File: config.mk
export PLATFORM = sky130hd
export DESIGN_NAME = fetch_stage
export DESIGN_NICKNAME = d
export VERILOG_FILES = /design/src/rtl/fetch_stage.sv
export SDC_FILE = /design/constraint.sdc
export NUM_CORES = 1
export LEC_CHECK = 0
export BUFFER_PORTS_ARGS = -buffer_cell sky130_fd_sc_hd__buf_2
export CAP_MARGIN = 40
export CORE_UTILIZATION = 34
export DETAILED_ROUTE_END_ITERATION = 12
export PLACE_DENSITY_LB_ADDON = 0.08
export SETUP_SLACK_MARGIN = 0.5
export SLEW_MARGIN = 20
export SYNTH_ARGS = -nofsm -noshare
export SYNTH_HDL_FRONTEND = slang
export SYNTH_SLANG_ARGS = --single-unit
File: constraint.sdc
create_clock -name clk -period 3.2 [get_ports clk]
set_input_delay 0.32 -clock clk [delete_from_list [all_inputs] [get_ports clk]]
set_output_delay 0.32 -clock clk [all_outputs]
set_load 0.01 [all_outputs]
File: src/rtl/fetch_stage.sv
// Instruction fetch stage: owns the PC, reads the zero-latency instruction memory
// and fills the IF/ID register, stopping on a halt word or an illegal fetch address.
module fetch_stage #(
    parameter logic [31:0] RESET_PC  = 32'h0000_0000,
    parameter int unsigned MEM_DEPTH = 4096,
    parameter logic [31:0] HALT_WORD = 32'hFFFF_FFFF
) (
    input  logic        clk,
    input  logic        rst,
    output logic [31:0] inst_addr,
    input  logic [31:0] inst,
    input  logic        stall,
    input  logic        flush,
    input  logic        redirect,
    input  logic [31:0] redirect_pc,
    output logic [31:0] ifid_inst,
    output logic [31:0] ifid_pc,
    output logic [31:0] ifid_pc4,
    output logic        ifid_valid,
    output logic        halted,
    output logic        fault
);

    typedef enum logic [1:0] {
        ST_RUN    = 2'd0,
        ST_HALTED = 2'd1,
        ST_FAULT  = 2'd2
    } state_t;

    localparam logic [31:0] LAST_ADDR = 32'(MEM_DEPTH - 4);

    state_t      state_q, state_d;
    logic [31:0] pc_q, pc_d;
    logic [31:0] ifid_inst_q, ifid_inst_d;
    logic [31:0] ifid_pc_q, ifid_pc_d;
    logic [31:0] ifid_pc4_q, ifid_pc4_d;
    logic        ifid_valid_q, ifid_valid_d;
    logic        fetch_legal;
    logic [31:0] pc_plus4;

    // Word-aligned and inside the memory; keeps pc+4 from ever wrapping in RUN.
    assign fetch_legal = (pc_q[1:0] == 2'b00) && (pc_q <= LAST_ADDR);
    assign pc_plus4    = pc_q + 32'd4;

    always_comb begin
        state_d      = state_q;
        pc_d         = pc_q;
        ifid_inst_d  = ifid_inst_q;
        ifid_pc_d    = ifid_pc_q;
        ifid_pc4_d   = ifid_pc4_q;
        ifid_valid_d = 1'b0;
        if (state_q == ST_RUN) begin
            if (redirect) begin
                pc_d = redirect_pc;
            end else if (stall) begin
                ifid_valid_d = ifid_valid_q & ~flush;
            end else if (!fetch_legal) begin
                state_d = ST_FAULT;
            end else if (inst == HALT_WORD) begin
                state_d = ST_HALTED;
            end else begin
                // A flush only squashes the captured slot; the PC still advances.
                ifid_inst_d  = inst;
                ifid_pc_d    = pc_q;
                ifid_pc4_d   = pc_plus4;
                ifid_valid_d = ~flush;
                pc_d         = pc_plus4;
            end
        end
    end

    always_ff @(posedge clk) begin
        if (rst) begin
            state_q      <= ST_RUN;
            pc_q         <= RESET_PC;
            ifid_inst_q  <= 32'd0;
            ifid_pc_q    <= 32'd0;
            ifid_pc4_q   <= 32'd0;
            ifid_valid_q <= 1'b0;
        end else begin
            state_q      <= state_d;
            pc_q         <= pc_d;
            ifid_inst_q  <= ifid_inst_d;
            ifid_pc_q    <= ifid_pc_d;
            ifid_pc4_q   <= ifid_pc4_d;
            ifid_valid_q <= ifid_valid_d;
        end
    end

    assign inst_addr  = pc_q;
    assign ifid_inst  = ifid_inst_q;
    assign ifid_pc    = ifid_pc_q;
    assign ifid_pc4   = ifid_pc4_q;
    assign ifid_valid = ifid_valid_q;
    assign halted     = (state_q == ST_HALTED);
    assign fault      = (state_q == ST_FAULT);

endmodule
Word level (Yosys, flattened, before mapping)

Index checks and enable logic that the tools add are counted.

Register bits: 131

Add/subtract/negate cells: 1
Order comparisons: 1
Eq/ne operators: 6
Multiplexer cells: 9
Bitwise operators: 6
Reduce and logical (&&, ||, !) cells: 8

Operators with widths:

| cell                  | count |
|---|---|
| $mux 32               | 4 |
| $add 32x3->32 const B | 1 |
| $eq 32x32->1 const B  | 1 |
| $le 32x12->1 const B  | 1 |
| $reduce_and 4->1      | 2 |
| $not 1->1             | 5 |
| $reduce_and 5->1      | 1 |
| $logic_not 2->1       | 2 |
| $mux 2                | 2 |
| $ne 2x1->1 const B    | 2 |
| $mux 1                | 3 |
| $reduce_or 3->1       | 1 |
| $eq 2x1->1 const B    | 1 |
| $eq 2x2->1 const B    | 1 |
| $ne 2x2->1 const B    | 1 |
| $reduce_bool 2->1     | 1 |
| $and 1x1->1           | 1 |
| $logic_and 1x1->1     | 1 |

Logic depth before layout (Yosys ltp)

Gate-level depths: netlist (run 1).

Depth in word-level cells: 5
Gate-level depth with buffers: 7

Least setup slack after synthesis (run 1)

No wires, ideal clock.

Kind: register to register
From: register pc_q[26], in the netlist inst_addr[26]
To: register pc_q[2], in the netlist inst_addr[2]
Library setup time: 0.079 ns
Data arrival time: 1.772 ns
Required time: 3.121 ns
Path slack: 1.349 ns
Cell stages (with the launch flop): 7
Clock period less this slack: 1.851 ns
Cell sequence: dfxtp_1 -> nor4_1 -> nand4_1 -> or2_1 -> buf_6 -> or4_1 -> o211ai_1

Longest elaborated chain between the ends: 4

RTL lines:

| element                            | line | RTL |
|---|---|---|
| start: declaration                 | 33   | `logic [31:0] pc_q, pc_d;` |
| start signal: assignment           | 82   | `pc_q <= pc_d;` |
| $le 32x12->1                       | 42   | `assign fetch_legal = (pc_q[1:0] == 2'b00) && (pc_q <= LAST_ADDR);` |
| $logic_and 1x1->1                  | 42   |  |
| $reduce_bool 2->1 (no source line) | --   |  |
| $reduce_and 4->1 (no source line)  | --   |  |

Every way passes these cells.
A chain may end at the register's enable or synchronous reset.

Worst setup path in the final report (run 1)

From: register pc_q[26], in the netlist inst_addr[26]
To: register ifid_pc4_q[5], in the netlist ifid_pc4[5]

Longest elaborated chain between the ends: 3

RTL lines:

| element                           | line | RTL |
|---|---|---|
| $le 32x12->1                      | 42   |  |
| $logic_and 1x1->1                 | 42   |  |
| $reduce_and 5->1 (no source line) | --   |  |
| end signal: assignment            | 85   | `ifid_pc4_q <= ifid_pc4_d;` |
| end: declaration                  | 36   | `logic [31:0] ifid_pc4_q, ifid_pc4_d;` |

Every way passes these cells.

==> results of run 1 <==
power by group through the flow:
| stage | clock [mW] | combinational, mW | sequential, mW |
|---|---|---|---|
| 6_report | 1.94 | 0.497 | 1.71 |
| 5_1_grt | 2.06 | 0.546 | 1.72 |
| 4_1_cts | 1.99 | 0.497 | 1.71 |
| 3_5_place_dp | 0 | 0.497 | 1.75 |
| 3_3_place_gp | 0 | 0.491 | 1.75 |
| 2_1_floorplan | 0 | 0.288 | 1.75 |
through the flow:
step	total power, mW	std cells	area, sq um
final	4.15	956	7010
after global routing	4.33	956	7010
after CTS	4.20	956	7010
after detailed placement	2.24	924	6410
after global placement	2.24	924	6410
after floorplan	2.04	588	5300
placed cells by master (no fill, tap or decap), types with 6 or more instances in the layout:
cell	n
a21oi_1	51
a31oi_1	11
and2_1	41
buf_2	199
buf_4	14
clkbuf_16	17
dfxtp_1	129
inv_6	6
mux2i_1	23
nand2_1	30
nand3_1	23
nand4_1	54
nor2_1	15
nor3_1	18
nor3b_1	6
nor4_1	15
o21ai_0	8
o31ai_1	44
state kept, by name, indices dropped and copies added (netlist names):
register,cells
ifid_pc4,30
ifid_inst,32
ifid_valid,1
state_q,2
ifid_pc,32
inst_addr,32
worst paths after layout:
check                             start                  endpoint  slack [ns]  cells after the start
max          inst_addr[26]$_SDFFE_PP0P_  ifid_pc4[5]$_SDFFE_PP0P_        0.80                      6
min                               flush     ifid_valid$_SDFF_PP0_        0.07                      2
max reg2reg  inst_addr[26]$_SDFFE_PP0P_  ifid_pc4[5]$_SDFFE_PP0P_        0.80                      6
min reg2reg    ifid_pc[21]$_SDFFE_PP0P_  ifid_pc[21]$_SDFFE_PP0P_        0.45                      1
routing by layer:
| layer | vias up | track usage [%] | part of all wire (%) |
|---|---|---|---|
| met5 | - | 0 | 0.081 |
| met4 | 2 | 7.07 | 1.5 |
| met3 | 22 | 6.54 | 7.5 |
| met2 | 199 | 30.2 | 45 |
| met1 | 2360 | 27.1 | 46 |
| li1 | 2517 | - | - |
cells by family after synthesis:
logic type	after synthesis	share of synthesized area (%)
compound gates	134	16.2
mux	24	4.56
flops	129	48.7
simple gates	222	23.3
buf+inv	70	5.64
xor+xnor	8	1.32
fa+ha+maj	1	0.236
timing repair:
| action | CTS | global route |
|---|---|---|
| gates resized for setup | 0 | 1 |
| buffers inserted | 0 | 0 |
| endpoints found under the setup margin | 0 | 1 |
critical path: stages, from the launching register on:
cell,delay (ns)
dfxtp_1,0.33
nor4_1,0.37
nand4_1,0.34
or2_2,0.56
buf_4,0.28
nor4_1,0.29
nor3_1,0.07
cell type report:
class / instances / area [sq um] / area share (%)
clock inverters: 15 / 170 / 2.43
clock buffers: 17 / 425 / 6.06
multi-input cells: 389 / 2460 / 35.1
well taps: 188 / 235 / 3.35
repair buffers: 214 / 1120 / 16.0
flip-flops and latches: 129 / 2580 / 36.8
inverters: 4 / 15.0 / 0.214
==> impl_results.md, run 1 <==
- Outcome: finished clean
- Final worst path period share: between 70% and 80%
- Fill count: about 1500
- Net Sw Power: 1.15 mW
- Switch share: between 20 and 30%
- Die width: 127 um
- Num ports: 200
- Crit path launch type: flip-flop
- CTS Hold Bufs: 0
- Worst slack, placed: a little under 0.8 ns
- Placer congestion estimate: slightly above 0.8
- Most common cell in the netlist: dfxtp_1
- Worst-Skew Late Latency: 0.41 ns
- Part of the power in registers: ~41%
- IO buf count: a little under 200
- Number of distinct library cells after synthesis: 43
- Clock tree from TritonCTS: yes
- 1st-iter DRT viols: between 300 and 400
- Prevailing post-synth register cell: dfxtp_1
- Seq/Total Area, Yosys: between 40 and 50%
- Via Count: 5100
- Combinational power share: a little under an eighth
- Hold Vio Cnt, Final: 0
- Number of global-route vias before repair: between 4000 and 5000
- Largest net degree at the start of global routing: 53
- Vias per cell: around 5.3
- Post-DR wirelength/cell: around 17 um
- Worst min path class: in2reg
- DRT Pass-1 Iters: 4
- Worst-path clk slew: about 0.060 ns
- Mapped Area: approximately 5300 sq um
- Clock buffer depth: 2
- Core area: approximately 15000 sq um
- Post-synth EDFFs: 0
- Static Leak: between 3 and 4 nW
- Inserted Diodes: 0
- Worst Tran Pin Value: about 0.63 ns
- Max-Cap Viols: 0
- Critical path type: reg2reg
- Worst VDD drop: 0.000322 V
- Max-slew violations: 0
- First-pass GRT wire length: 25600 um
- Initial core utilization: 34.9%
- DIE AREA: 16100 sq um
- Synth Warn #: 0
- Fmax: between 0.4 and 0.5 GHz
- Grt total ovfl: 0
- Largest fanout on the critical path: 22
- Area grow syn2layout: 32.4%
- Final setup fails: 0
- Worst EP required: 3.47 ns
- Rel. slew slack: just under 60%
- Setup TNS: 0 ns
- CTS buffer count: 17
- Antenna violations before repair: 1
- CTS H-tree lvls: 4
- Die height: approximately 130 um
- Fin nets: about 830
- Post-Route WL: 16000 um
- Synth area leader: dfxtp_1
- Clock skew: around 0.0083 ns
- Drt drc: 0
- Mapped Cells: around 590
- Root Buffer: clkbuf_16
- Synth async-reset ratio: 0%
- Syn_nets: between 600 and 700
- Commonest cells post-synth: dfxtp_1, nand4_1, clkbuf_1
- Yosys top cell area share: between 40% and 50%
- Int Pwr: roughly 3.0 mW
- Clock power frac: between 40% and 50%
- Min Hold Slack: 0.0669 ns
- RSZ-0062 raised after global routing: false
- Fraction of final layout cells sized beyond drive strength 1: around 34%
- Final setup margin: roughly 0.80 ns
- Area contributors post-synth: dfxtp_1, nand4_1, o31ai_1
- Worst Setup End Kind: flip-flop
- Power per cell area: a little under 600 nW/um^2
- WP data arrival: approximately 2.7 ns
- Final min period: between 2 and 2.5 ns
- Detailed Place HPWL: ~11000 um
- Syn avg cell area: between 9 and 10 sq um
- Routed Antenna Nets: 0
- Synthesized flop and latch total: 129
- Std-Cell Rows: 45
- Clock sinks: between 100 and 150
- Total track usage: 20.2%
- Layout Utilization: 46.1%
(Power assumes the default switching activity.)
==> inputs of run 2 (changes only) <==
==> constraint.sdc (replaced) <==
create_clock -name clk -period 1.9 [get_ports clk]
set_input_delay 0.19 -clock clk [delete_from_list [all_inputs] [get_ports clk]]
set_output_delay 0.19 -clock clk [all_outputs]
set_load 0.01 [all_outputs]
==> run 2 against run 1 <==
Compared with the run above: via count increased by 5.9%; fmax increased by 29%; sequential power increased by 68%; clock-buffer cell count up 2; cell area increased by 15%; clock power up 60%.
==> impl_results.md, run 2 (synthesis results as in run 1) <==
- Clock sinks: 129
- First-pass GRT wire length: roughly 26000 um
- Worst Tran Pin Value: around 0.55 ns
- Fmax: about 0.54 GHz
- Initial core utilization: about a third
- Detailed Place HPWL: approximately 11000 um
- Die width: 127 um
- Post-Route WL: 17300 um
- CP max stage delay: between 0.4 and 0.5 ns
- Placer congestion estimate: between 0.8 and 0.9
- Drt drc: 0
- Routed Antenna Nets: 0
- Rel. slew slack: 63.0%
- Grt total ovfl: 0
- CP max-delay cell: or4_4
- Largest net degree at the start of global routing: 76
- Fin nets: around 900
- Power per cell area: slightly above 900 nW/um^2
- Placed Cells: a little under 1000
- Die height: 127 um
- Inserted Diodes: 0
- Final min period: around 1.9 ns
- Worst path bufs/invs: 0
- Top Family by Delay on Critical Path: simple AND/OR/NAND/NOR gates
- Worst-path clk slew: roughly 0.06 ns
- Core area: about 15000 sq um
- Antenna violations before repair: 1
- Setup TNS: 0 ns
- DRT Pass-1 Iters: 5
- Worst EP required: roughly 2.2 ns
- Worst-Skew Late Latency: roughly 0.42 ns
- WP data arrival: ~2.2 ns
- RSZ-0062 raised after global routing: true
- Number of global-route vias before repair: between 4000 and 5000
- Most frequent cells in the layout: buf_2, dfxtp_1, nand4_1, a21oi_1, buf_4
- Critical path type: reg2reg
- Outcome: finished clean
- CP Cell Sequence: nor4_2 -> nand4_1 -> or2_4 -> or4_4 -> o211ai_1
- CTS H-tree lvls: 4
- Non-Filler Instances: ~1000
- Max-slew violations: 0
- Final setup fails: 0
- Final worst path period share: 97.7%
- Fraction of final layout cells sized beyond drive strength 1: a little under half
- Vias per cell: around 5.3
- Largest fanout on the critical path: 5
- 1st-iter DRT viols: about 360
- Total track usage: a little over a fifth
- Max-Cap Viols: 0
- Root Buffer: clkbuf_16
- Hold Vio Cnt, Final: 0
- Clock skew: around 0.006 ns
- Worst Setup End Kind: flip-flop
- IO buf count: 199
- Crit path launch type: flip-flop
- Static Leak: ~3.5 nW
- CTS buffer count: 17
- Clock buffer depth: 2
- Post-DR wirelength/cell: roughly 17 um
- Std-Cell Rows: 45
- Num ports: 200
- Clock tree from TritonCTS: yes
- Worst VDD drop: between 0.0007 and 0.0008 V
- Via Count: about 5400
- DIE AREA: between 15000 and 20000 sq um
- Area grow syn2layout: 52.5%
- Worst min path class: in2reg
- Commonest non-fill, non-tap cell in the layout: buf_2
-- run 2: final timing paths --
kind	startpoint	to	slack, ns	cells after the start
max reg2reg	inst_addr[30]$_SDFFE_PP0P_	inst_addr[2]$_SDFFE_PP0P_	0.04	5
min	redirect_pc[1]	inst_addr[1]$_SDFFE_PP0P_	0.02	3
max	inst_addr[30]$_SDFFE_PP0P_	inst_addr[2]$_SDFFE_PP0P_	0.04	5
min reg2reg	ifid_pc[22]$_SDFFE_PP0P_	ifid_pc[22]$_SDFFE_PP0P_	0.45	1
-- run 2: worst register-to-register path, delay by kind of cell (launching register included) --
kind,cells,cell delay [ns]
flip-flops,1,0.33
AO/OA/AOI/OAI,1,0.16
AND/OR/NAND/NOR,4,1.29
-- run 2: power by group --
part / internal, mW / switching [mW]
clock network: 1.79 / 1.33
registers: 2.80 / 0.0857
logic: 0.637 / 0.717
total: 5.22 / 2.13
-- run 2: repair_timing --
| item | CTS | global route |
|---|---|---|
| gates cloned | 4 | 4 |
| pin swaps | 9 | 26 |
| hold buffers | 1 | 0 |
| setup endpoints to repair | 127 | 131 |
| resized for setup | 37 | 40 |
| buffers inserted | 6 | 2 |
| hold endpoints to repair | 1 | 0 |
-- run 2: layout make-up --
| cell class | count | area (sq um) |
|---|---|---|
| clock buffers | 19 | 453 |
| clock inverters | 13 | 114 |
| fillers | 1422 | 7120 |
| inverters | 4 | 15.0 |
| multi-input cells | 389 | 2830 |
| flip-flops and latches | 129 | 2610 |
| well taps | 188 | 235 |
| repair buffers | 268 | 1820 |
-- run 2: metal layers --
layer  GRT usage (%)  vias to the layer above  share of wire (%)
met5               0                        -              0.046
met4            5.46                        2               0.65
met3            6.79                       11                7.6
met2            32.1                      199                 47
met1            28.2                     2569                 45
li1                -                     2622                  -
-- run 2: metrics by stage --
| step | worst slack [ns] | power (mW) | util, % | cell area, sq um | hold slack (ns) |
|---|---|---|---|---|---|
| after floorplan | 0.138 | 3.47 | - | 5390 | 0.267 |
| after global placement | -0.0250 | 3.89 | 44.8 | 6810 | 0.359 |
| after detailed placement | -0.0854 | 3.90 | 44.8 | 6810 | 0.364 |
| after CTS | 0.0616 | 7.27 | 51.0 | 7760 | 0.00686 |
| after global routing | -0.0655 | 7.65 | 53.1 | 8080 | 0.0209 |
| final | 0.0428 | 7.35 | 53.1 | 8080 | 0.0175 |
